[src/rtl/rtc_pkg.sv]
// rtl/rtc_pkg.sv - shared field indices, BCD limits and calendar helpers for rtc_edit_ctrl
package rtc_pkg;

    typedef enum logic {
        ST_RUN  = 1'b0,
        ST_EDIT = 1'b1
    } state_e;

    localparam int NUM_FLD = 9;

    localparam logic [3:0] FLD_DAY   = 4'd0;
    localparam logic [3:0] FLD_MONTH = 4'd1;
    localparam logic [3:0] FLD_YEAR  = 4'd2;
    localparam logic [3:0] FLD_HOUR  = 4'd3;
    localparam logic [3:0] FLD_MIN   = 4'd4;
    localparam logic [3:0] FLD_SEC   = 4'd5;
    localparam logic [3:0] FLD_THOUR = 4'd6;
    localparam logic [3:0] FLD_TMIN  = 4'd7;
    localparam logic [3:0] FLD_TSEC  = 4'd8;

    localparam logic [7:0] MAX_DAY    = 8'h31;
    localparam logic [7:0] MAX_MONTH  = 8'h12;
    localparam logic [7:0] MAX_YEAR   = 8'h99;
    localparam logic [7:0] MAX_HOUR   = 8'h23;
    localparam logic [7:0] MAX_MINSEC = 8'h59;

    // 10 == 2 (mod 4), so the binary year mod 4 is (2*tens + units) mod 4.
    function automatic logic is_leap(input logic [7:0] year_bcd);
        logic [1:0] s;
        s = {year_bcd[4], 1'b0} + year_bcd[1:0];
        return (s == 2'b00);
    endfunction

    function automatic logic [7:0] days_in_month(input logic [7:0] month_bcd, input logic leap);
        logic [7:0] dim;
        case (month_bcd)
            8'h02:                      dim = leap ? 8'h29 : 8'h28;
            8'h04, 8'h06, 8'h09, 8'h11: dim = 8'h30;
            default:                    dim = MAX_DAY;
        endcase
        return dim;
    endfunction

endpackage

[src/rtl/bcd2_wrap_ctr.sv]
// rtl/bcd2_wrap_ctr.sv - two-digit BCD up/down counter wrapping between lo and hi
// carry/borrow flag that the counter sits at its limit, so the next step wraps.
module bcd2_wrap_ctr #(
    parameter logic [7:0] RST_VAL = 8'h00
) (
    input  logic       clk_i,
    input  logic       rst_ni,
    input  logic [7:0] lo,
    input  logic [7:0] hi,
    input  logic       inc,
    input  logic       dec,
    input  logic       load,
    input  logic [7:0] load_val,
    output logic [7:0] q,
    output logic [7:0] up_val,
    output logic [7:0] dn_val,
    output logic       carry,
    output logic       borrow
);

    assign carry  = (q >= hi);
    assign borrow = (q <= lo);

    always_comb begin
        up_val = {q[7:4], q[3:0] + 4'd1};
        if (carry) begin
            up_val = lo;
        end else if (q[3:0] == 4'd9) begin
            up_val = {q[7:4] + 4'd1, 4'd0};
        end
        dn_val = {q[7:4], q[3:0] - 4'd1};
        if (borrow) begin
            dn_val = hi;
        end else if (q[3:0] == 4'd0) begin
            dn_val = {q[7:4] - 4'd1, 4'd9};
        end
    end

    always_ff @(posedge clk_i or negedge rst_ni) begin
        if (!rst_ni) begin
            q <= RST_VAL;
        end else if (load) begin
            q <= load_val;
        end else if (inc) begin
            q <= up_val;
        end else if (dec) begin
            q <= dn_val;
        end
    end

endmodule

[src/rtl/rtc_edit_ctrl.sv]
// rtl/rtc_edit_ctrl.sv - date/time/countdown registers with 1 Hz prescaler and button edit mode
// Nine BCD field counters; RUN advances them on tick_1hz, EDIT steps the field at dir.
module rtc_edit_ctrl
    import rtc_pkg::*;
#(
    parameter int unsigned CLK_HZ   = 100000000,
    parameter logic [7:0]  YEAR_RST = 8'h00
) (
    input  logic       clk_i,
    input  logic       rst_ni,
    input  logic       btn_mode,
    input  logic       btn_right,
    input  logic       btn_left,
    input  logic       btn_up,
    input  logic       btn_down,
    output logic [3:0] fecha_d,
    output logic [3:0] fecha_u,
    output logic [3:0] mes_d,
    output logic [3:0] mes_u,
    output logic [3:0] ano_d,
    output logic [3:0] ano_u,
    output logic [3:0] H_hora_d,
    output logic [3:0] H_hora_u,
    output logic [3:0] H_min_d,
    output logic [3:0] H_min_u,
    output logic [3:0] H_seg_d,
    output logic [3:0] H_seg_u,
    output logic [3:0] T_hora_d,
    output logic [3:0] T_hora_u,
    output logic [3:0] T_min_d,
    output logic [3:0] T_min_u,
    output logic [3:0] T_seg_d,
    output logic [3:0] T_seg_u,
    output logic [3:0] dir,
    output logic       cursor,
    output logic       tick_1hz,
    output logic       timer_done
);

    localparam int unsigned    PW     = (CLK_HZ > 1) ? $clog2(CLK_HZ) : 1;
    localparam logic [PW-1:0]  PRE_TC = PW'(CLK_HZ - 1);

    state_e                      state_q, state_d;
    logic [3:0]                  dir_d;
    logic [PW-1:0]               pre_q;
    logic                        pre_wrap, leave_edit;
    logic                        run_tick, ed_up, ed_dn, t_nz, t_last, load_day;
    logic [NUM_FLD-1:0]          inc, dec, carry, borrow;
    logic [NUM_FLD-1:0][7:0]     val_q, up_v, dn_v, lo, hi;
    logic [7:0]                  dim_cur, dim_new, mon_new, yr_new;
    logic                        unused_bits;

    assign pre_wrap   = (pre_q == PRE_TC);
    assign leave_edit = (state_q == ST_EDIT) && btn_mode;

    always_ff @(posedge clk_i or negedge rst_ni) begin
        if (!rst_ni) begin
            pre_q    <= '0;
            tick_1hz <= 1'b0;
        end else if (leave_edit) begin
            pre_q    <= '0;
            tick_1hz <= 1'b0;
        end else begin
            pre_q    <= pre_wrap ? '0 : pre_q + PW'(1);
            tick_1hz <= pre_wrap;
        end
    end

    // Only the highest-priority button acts; a mode press also swallows a pending tick.
    always_comb begin
        state_d  = state_q;
        dir_d    = dir;
        run_tick = 1'b0;
        ed_up    = 1'b0;
        ed_dn    = 1'b0;
        if (state_q == ST_RUN) begin
            if (btn_mode) begin
                state_d = ST_EDIT;
            end else begin
                run_tick = tick_1hz;
            end
        end else if (btn_mode) begin
            state_d = ST_RUN;
        end else if (btn_right) begin
            dir_d = (dir == FLD_TSEC) ? FLD_DAY : dir + 4'd1;
        end else if (btn_left) begin
            dir_d = (dir == FLD_DAY) ? FLD_TSEC : dir - 4'd1;
        end else if (btn_up) begin
            ed_up = 1'b1;
        end else if (btn_down) begin
            ed_dn = 1'b1;
        end
    end

    assign t_nz   = |{val_q[FLD_THOUR], val_q[FLD_TMIN], val_q[FLD_TSEC]};
    assign t_last = (val_q[FLD_THOUR] == 8'h00) && (val_q[FLD_TMIN] == 8'h00) &&
                    (val_q[FLD_TSEC] == 8'h01);

    always_comb begin
        inc = '0;
        dec = '0;
        for (int i = 0; i < NUM_FLD; i++) begin
            inc[i] = ed_up && (dir == 4'(i));
            dec[i] = ed_dn && (dir == 4'(i));
        end
        if (run_tick) begin
            inc[FLD_SEC]   = 1'b1;
            inc[FLD_MIN]   = carry[FLD_SEC];
            inc[FLD_HOUR]  = carry[FLD_SEC] & carry[FLD_MIN];
            inc[FLD_DAY]   = carry[FLD_SEC] & carry[FLD_MIN] & carry[FLD_HOUR];
            inc[FLD_MONTH] = carry[FLD_SEC] & carry[FLD_MIN] & carry[FLD_HOUR] & carry[FLD_DAY];
            inc[FLD_YEAR]  = carry[FLD_SEC] & carry[FLD_MIN] & carry[FLD_HOUR] & carry[FLD_DAY] &
                             carry[FLD_MONTH];
            dec[FLD_TSEC]  = t_nz;
            dec[FLD_TMIN]  = t_nz & borrow[FLD_TSEC];
            dec[FLD_THOUR] = t_nz & borrow[FLD_TSEC] & borrow[FLD_TMIN];
        end
    end

    assign dim_cur = days_in_month(val_q[FLD_MONTH], is_leap(val_q[FLD_YEAR]));

    always_comb begin
        lo               = '0;
        hi               = {NUM_FLD{MAX_MINSEC}};
        lo[FLD_DAY]      = 8'h01;
        lo[FLD_MONTH]    = 8'h01;
        hi[FLD_DAY]      = dim_cur;
        hi[FLD_MONTH]    = MAX_MONTH;
        hi[FLD_YEAR]     = MAX_YEAR;
        hi[FLD_HOUR]     = MAX_HOUR;
        hi[FLD_THOUR]    = MAX_HOUR;
    end

    // Clamp looks at the month/year the counters are about to take, so it lands on the same edge.
    always_comb begin
        mon_new = val_q[FLD_MONTH];
        yr_new  = val_q[FLD_YEAR];
        if (inc[FLD_MONTH]) begin
            mon_new = up_v[FLD_MONTH];
        end else if (dec[FLD_MONTH]) begin
            mon_new = dn_v[FLD_MONTH];
        end
        if (inc[FLD_YEAR]) begin
            yr_new = up_v[FLD_YEAR];
        end else if (dec[FLD_YEAR]) begin
            yr_new = dn_v[FLD_YEAR];
        end
        dim_new  = days_in_month(mon_new, is_leap(yr_new));
        load_day = (ed_up || ed_dn) && ((dir == FLD_MONTH) || (dir == FLD_YEAR)) &&
                   (val_q[FLD_DAY] > dim_new);
    end

    for (genvar g = 0; g < NUM_FLD; g++) begin : g_fld
        localparam logic [7:0] RV = ((4'(g) == FLD_DAY) || (4'(g) == FLD_MONTH)) ? 8'h01 :
                                    (4'(g) == FLD_YEAR) ? YEAR_RST : 8'h00;
        bcd2_wrap_ctr #(
            .RST_VAL (RV)
        ) u_ctr (
            .clk_i    (clk_i),
            .rst_ni   (rst_ni),
            .lo       (lo[g]),
            .hi       (hi[g]),
            .inc      (inc[g]),
            .dec      (dec[g]),
            .load     ((4'(g) == FLD_DAY) && load_day),
            .load_val (dim_new),
            .q        (val_q[g]),
            .up_val   (up_v[g]),
            .dn_val   (dn_v[g]),
            .carry    (carry[g]),
            .borrow   (borrow[g])
        );
    end

    always_ff @(posedge clk_i or negedge rst_ni) begin
        if (!rst_ni) begin
            state_q    <= ST_RUN;
            cursor     <= 1'b0;
            dir        <= FLD_DAY;
            timer_done <= 1'b0;
        end else begin
            state_q    <= state_d;
            cursor     <= (state_d == ST_EDIT);
            dir        <= dir_d;
            timer_done <= run_tick && t_last;
        end
    end

    assign {fecha_d, fecha_u}   = val_q[FLD_DAY];
    assign {mes_d, mes_u}       = val_q[FLD_MONTH];
    assign {ano_d, ano_u}       = val_q[FLD_YEAR];
    assign {H_hora_d, H_hora_u} = val_q[FLD_HOUR];
    assign {H_min_d, H_min_u}   = val_q[FLD_MIN];
    assign {H_seg_d, H_seg_u}   = val_q[FLD_SEC];
    assign {T_hora_d, T_hora_u} = val_q[FLD_THOUR];
    assign {T_min_d, T_min_u}   = val_q[FLD_TMIN];
    assign {T_seg_d, T_seg_u}   = val_q[FLD_TSEC];

    assign unused_bits = ^{up_v, dn_v, carry, borrow};

endmodule

[config.mk]
export PLATFORM = sky130hd
export DESIGN_NAME = rtc_edit_ctrl
export DESIGN_NICKNAME = d
export VERILOG_FILES = /design/src/rtl/rtc_pkg.sv /design/src/rtl/bcd2_wrap_ctr.sv /design/src/rtl/rtc_edit_ctrl.sv
export SDC_FILE = /design/constraint.sdc
export NUM_CORES = 1
export LEC_CHECK = 0
export BUFFER_PORTS_ARGS = -buffer_cell sky130_fd_sc_hd__buf_4
export CAP_MARGIN = 20
export CORE_MARGIN = 2
export CORE_UTILIZATION = 38
export DETAILED_ROUTE_END_ITERATION = 10
export PLACE_DENSITY_LB_ADDON = 0.12
export SETUP_SLACK_MARGIN = 0.3
export SYNTH_ARGS = -nofsm -noshare
export SYNTH_HDL_FRONTEND = slang
export SYNTH_HIERARCHICAL = 1
export SYNTH_SLANG_ARGS = --single-unit
export TNS_END_PERCENT = 50
[constraint.sdc]
create_clock -name clk_i -period 8.7 [get_ports clk_i]
set_clock_uncertainty 0.2 [all_clocks]
set_input_delay 0.435 -clock clk_i [delete_from_list [all_inputs] [get_ports clk_i]]
set_output_delay 0.435 -clock clk_i [all_outputs]
set_load 0.005 [all_outputs]
== Word-level counts from Yosys, hierarchy flattened ==
Cells that the tools add are included.
Widths: inputs -> output; s select.

* Bits in registers: 106
* Output and inout bits: 79
* Word-level logic and storage cells: 280
* Bits of input ports: 7

* $lt $le $gt $ge: 19
* Reductions and logical operators: 69
* Eq/ne operators: 37
* Bitwise gates (word level): 7
* Add/subtract/negate cells: 41
* Multiplexer cells: 84

{| class="wikitable"
|+ Operators with widths
! cell !! count
|-
| $mux 8 || 55
|-
| $add 4x1->4 const B || 19
|-
| $sub 4x1->4 const B || 19
|-
| $le 8x1->1 const B || 9
|-
| $mux 27 || 2
|-
| $eq 4x4->1 const B || 10
|-
| $logic_not 4->1 || 10
|-
| $eq 8x3->1 const B || 4
|-
| $ge 8x7->1 const B || 4
|-
| $add 27x1->27 const B || 1
|-
| $eq 27x27->1 const B || 1
|-
| $reduce_and 3->1 || 9
|-
| $logic_and 1x1->1 || 24
|-
| $reduce_bool 3->1 || 8
|-
| $reduce_or 24->1 || 1
|-
| $ne 3x3->1 const B || 7
|-
| $pmux 5 s2 || 2
|-
| $mux 1 || 19
|-
| $eq 4x3->1 const B || 4
|-
| $eq 8x2->1 const B || 2
|-
| $eq 8x4->1 const B || 2
|-
| $eq 8x5->1 const B || 2
|-
| $ge 8x6->1 const B || 2
|-
| $logic_not 8->1 || 2
|-
| other kinds (19) || 39
|}

== Depth between registers and ports, before layout ==
* Word-level depth: 17
* Gate-level depth with buffers: 26
* Gate-level depth less buffers: 23

== Hierarchy ==
The synthesis kept the hierarchy.

{| class="wikitable"
|+ By module, submodules not included
! module !! cells each !! instances !! area an instance (sq um)
|-
| bcd2_wrap_ctr at g_fld[2].u_ctr ... || 178 || 7 || 1371.3
|-
| bcd2_wrap_ctr at g_fld[0].u_ctr ... || 178 || 2 || 1372.6
|-
| rtc_edit_ctrl || 304 || 1 || 2612.5
|}

== Worst setup path before layout ==
OpenSTA, ideal clock, no wires.

* Kind: flip-flop to flip-flop
* From: register g_fld[2].u_ctr.q[4]
* To: register g_fld[0].u_ctr.q[1]
* Arrival time: 5.345 ns
* Buffers on the path: 2
* Library setup time: 0.088 ns
* Stages on the path, launching flop included: 25
* Path slack: 3.066 ns
* Path through: dfrtp_1 -> xnor2_1 -> nand2b_1 -> a21oi_1 -> nor4_1 -> o21ai_0 -> ha_1 -> nand2b_1 -> a2111oi_0 -> o31ai_1 -> buf_6 -> nand4_2 -> nand2_1 -> mux2_4 -> nor4_4 -> a211oi_1 -> ha_1 -> a32oi_1 -> o311ai_0 -> a221oi_1 -> clkbuf_1 -> inv_1 -> nand2_1 -> o22ai_1 -> a41oi_1

* Elaborated cells on any way between the ends: 35

{| class="wikitable"
|+ RTL lines
! element !! line !! RTL
|-
| from (decl) || bcd2_wrap_ctr.sv:14 || <nowiki>output logic [7:0] q,</nowiki>
|-
| from (signal assigned) || bcd2_wrap_ctr.sv:43 || <nowiki>q <= load_val;</nowiki>
|-
| from (signal assigned) || bcd2_wrap_ctr.sv:45 || <nowiki>q <= up_val;</nowiki>
|-
| from (signal assigned) || bcd2_wrap_ctr.sv:47 || <nowiki>q <= dn_val;</nowiki>
|-
| $add 2x2->2 * || rtc_pkg.sv:30 || <nowiki>s = {year_bcd[4], 1'b0} + year_bcd[1:0];</nowiki>
|-
| $logic_not 2->1 * || rtc_pkg.sv:31 || <nowiki>return (s == 2'b00);</nowiki>
|-
| $mux 1 * || rtc_pkg.sv:37 || <nowiki>8'h02: dim = leap ? 8'h29 : 8'h28;</nowiki>
|-
| $pmux 5 s2 * || rtc_pkg.sv:36 || <nowiki>case (month_bcd)</nowiki>
|-
| via dim_cur[0] || rtc_edit_ctrl.sv:50 || <nowiki>logic [7:0] dim_cur, dim_new, mon_new, yr_new;</nowiki>
|-
| $ge 8x6->1 * || bcd2_wrap_ctr.sv:21 || <nowiki>assign carry = (q >= hi);</nowiki>
|-
| via carry[0] || rtc_edit_ctrl.sv:48 || <nowiki>logic [NUM_FLD-1:0] inc, dec, carry, borrow;</nowiki>
|-
| $and 1x1->1 * || rtc_edit_ctrl.sv:111 || <nowiki>inc[FLD_MONTH] = carry[FLD_SEC] & carry[FLD_MIN] & carry[FLD_HOUR] & carry[FLD_DAY];</nowiki>
|-
| [1 not listed] || -- ||
|-
| via inc[1] || rtc_edit_ctrl.sv:48 ||
|-
| [1 not listed] || -- ||
|-
| $eq 8x3->1, or another cell as far along || rtc_pkg.sv:36 ||
|-
| $reduce_or 4->1 || rtc_pkg.sv:36 ||
|-
| $pmux 5 s2 * || rtc_pkg.sv:36 ||
|-
| via dim_new[3] || rtc_edit_ctrl.sv:50 ||
|-
| $gt 8x8->1 * || rtc_edit_ctrl.sv:150 || <nowiki>(val_q[FLD_DAY] > dim_new);</nowiki>
|-
| $logic_and 1x1->1 * || rtc_edit_ctrl.sv:149 || <nowiki>load_day = (ed_up || ed_dn) && ((dir == FLD_MONTH) || (dir == FLD_YEAR)) &&</nowiki>
|-
| via load_day || rtc_edit_ctrl.sv:47 || <nowiki>logic run_tick, ed_up, ed_dn, t_nz, t_last, load_day;</nowiki>
|-
| $reduce_bool 3->1 (no source line) or $mux 8 (tied branches) || -- ||
|-
| to (signal assigned) || bcd2_wrap_ctr.sv:43 ||
|-
| to (signal assigned) || bcd2_wrap_ctr.sv:45 ||
|-
| to (signal assigned) || bcd2_wrap_ctr.sv:47 ||
|-
| to (decl) || bcd2_wrap_ctr.sv:14 ||
|}

Mark *: on every way through the listed nets, which the timed path passes. The rest lies on a longest branch. The select of a mux whose other input is x is not followed.
A chain may end at the register's enable or synchronous reset.

== Worst setup path in the final report ==
* From: register g_fld[2].u_ctr.q[1]
* To: register g_fld[0].u_ctr.q[1]

* Cells in the longest elaborated chain, start to end: 16
* Elaborated cells on any way between the ends: 37

{| class="wikitable"
|+ Ends and longest elaborated chain
! element !! line
|-
| $add 2x2->2 * || rtc_pkg.sv:30
|-
| $logic_not 2->1 * || rtc_pkg.sv:31
|-
| $mux 1 * || rtc_pkg.sv:37
|-
| $pmux 5 s2 * || rtc_pkg.sv:36
|-
| via dim_cur[0] || rtc_edit_ctrl.sv:50
|-
| $ge 8x6->1 * || bcd2_wrap_ctr.sv:21
|-
| via carry[0] || rtc_edit_ctrl.sv:48
|-
| $and 1x1->1 * || rtc_edit_ctrl.sv:111, rtc_edit_ctrl.sv:112
|-
| [4 not listed] || --
|-
| $logic_not 2->1 || rtc_pkg.sv:31
|-
| $mux 1 || rtc_pkg.sv:37
|-
| $pmux 5 s2 * || rtc_pkg.sv:36
|-
| via dim_new[0] || rtc_edit_ctrl.sv:50
|-
| $gt 8x8->1 * || rtc_edit_ctrl.sv:150
|-
| $logic_and 1x1->1 * || rtc_edit_ctrl.sv:149
|-
| via load_day || rtc_edit_ctrl.sv:47
|-
| $reduce_bool 3->1 (no source line) or $mux 8 (tied branches) || --
|}

Marked as above.

==> results.ini <==
[global_routing]
grt_pass1_wl_um=69900
grt-ovfl-total=0
grt_pass1_vias=13333
antenna_found_initial=2
grt_usage_pct=21.7
grt_max_degree=63

[worst_setup_path]
r2r_start=g_fld[2].u_ctr/q[1]
reg2regPathDepth=24
path_max_fanout=14
cp_cell_sequence=xnor2_1, nand2b_1, a21oi_1, nor4_1, o21ai_0, ha_1, nand2b_1, a2111oi_0, o31ai_2, buf_4, and4_1, nor4_1, o211ai_1, a2111oi_1, a211oi_2, buf_4, ha_1, a32oi_1, o311ai_0, a221oi_1, inv_1, nand2_1, o22ai_1, a41oi_1
reg2reg_to=g_fld[0].u_ctr/q[1]
r2r_slack_ps=1530
worstSetupPathType=reg -> reg
worstPathRequired_ps=8780
critPathMaxStageDelay_ps=970
slowest_stage=a221oi_1
arrival_ps=7250
start_kind=flop
end_kind=flop

[route]
viasPerCell=5.33
ant_nets=0
via_count=13900
dr.pass1.iters=5
drt_iter0_drc=1025
wl_per_cell_um=16.2
postRouteWirelength_um=42200
drcViolationCount=0

[power]
p_leak_nw=7.23
power_density_nw_per_um2=134
post-layout-total-power_mw=2.23
ir_drop_v=0.0000942

[clocking]
cts_resized=0
cts_sinks=106
clock_path_buffers=2
cts_tree=yes
clock_latency_ps=370
cts_root_buffer=clkbuf_16
numCtsBuffers=9
cts_max_level=3
clkTransAtPathRegs_ps=90

[floorplan]
die_area_um2=39400
initial_core_util_pct=38.4
core_um2=37500
dieHeight_um=199
die_x_um=199
std_cell_rows=71
ioPinCount=86

[sta]
post-route-period-util_pct=82.4
worst_slack_ps=1530
finalMaxSlewViolations=0
layout_min_cycle_time_ps=7170
finalSetupViolCount=0
hold_viol=0
rsz0062_at_grt=false
tightest_slew_ps=1100
slew-limit-headroom_pct=26.4
final.setup.tns_ps=0
max_freq_mhz=140

[synth]
syn_area_per_cell_um2=7.99
synthCells=1801
yosysWarningCount=6
synth_area_um2=14400

[cells_and_area]
final_cell_area_um2=16600
drive_above_1_share_pct=10.1
final_common_cell=conb_1
nets=2268
syn_to_final_growth_pct=15.6
mostFrequentLayoutCells=conb_1, inv_1, ha_1, nand2_1, nor2_1

[hold_path]
hold_depth=2
hp-class=in -> reg
min_from=btn_mode
min_to=state_q

[placement]
gp_congestion=0.907
dpl-instance-area_um2=16300
post-place-ws_ps=1110
dpl.hpwl_um=32200
port_buffers=85

[flow_run]
drv_cap=0

[status]
status=complete, no violations

==> sequential cells by signal (all words and copies together), names as in the netlist <==
name and cells:
pre_q 27, dir 4, timer_done 1, state_q 1
g_fld.u_ctr/q 72, tick_1hz 1
==> critical path, delay by kind of cell (launching register included) <==
family	cells	cell delay [ps]
buffers and inverters	3	790
AO/OA/AOI/OAI	12	3580
XOR/XNOR	1	170
adder cells (fa/ha/maj)	2	590
AND/OR/NAND/NOR	6	1100
flip-flops	1	640
==> per-stage QoR <==
stage	util, %	instances	hold WS, ps
after detailed placement	43.5	2588	299
final	44.4	2607	166
after global placement	43.5	2588	279
after CTS	44.3	2605	149
after floorplan	-	2048	-60.6
after global routing	44.4	2606	167
==> routing by layer <==
metal  vias to the layer above  track usage (%)  routed length, um
met5                         -                0                  8
met4                         2             3.95                500
met3                        36             2.81               1950
met2                       319             36.4              19400
met1                      6543             29.9              20300
li1                       7000                -                  -
==> power by group <==
| part | switching, mW | internal (mW) | leakage [nW] |
|---|---|---|---|
| logic | 0.588 | 0.459 | 5.82 |
| clock network | 0.238 | 0.209 | 0.153 |
| registers | 0.188 | 0.548 | 1.26 |
==> worst max path at each step <==
stage,end,startpoint,slack (ps)
final,g_fld[0].u_ctr/q[1],g_fld[2].u_ctr/q[1],1530
after global routing,g_fld[0].u_ctr/q[1],g_fld[2].u_ctr/q[1],860
after CTS,g_fld[0].u_ctr/q[1],g_fld[2].u_ctr/q[4],1080
after detailed placement,g_fld[0].u_ctr/q[1],g_fld[2].u_ctr/q[4],1110
after global placement,g_fld[0].u_ctr/q[1],g_fld[2].u_ctr/q[4],1390
after floorplan,g_fld[0].u_ctr/q[1],g_fld[2].u_ctr/q[4],3130
==> repair_timing <==
action / 4_1_cts / 5_1_grt
setup buffers: 0 / 0
hold endpoints to repair: 42 / 0
hold buffers: 1 / 0
==> cell type report <==
type                            count  area, um2
Multi-Input combinational cell   1640      11400
Clock buffer                        9        225
Fill cell                        3892      20900
Sequential cell                   106       2660
Clock inverter                      7       88.8
Inverter                          231        867
Tap cell                          511        639
Antenna cell                        1       2.50
Timing Repair Buffer              102        768
(Power assumes the default switching activity.)
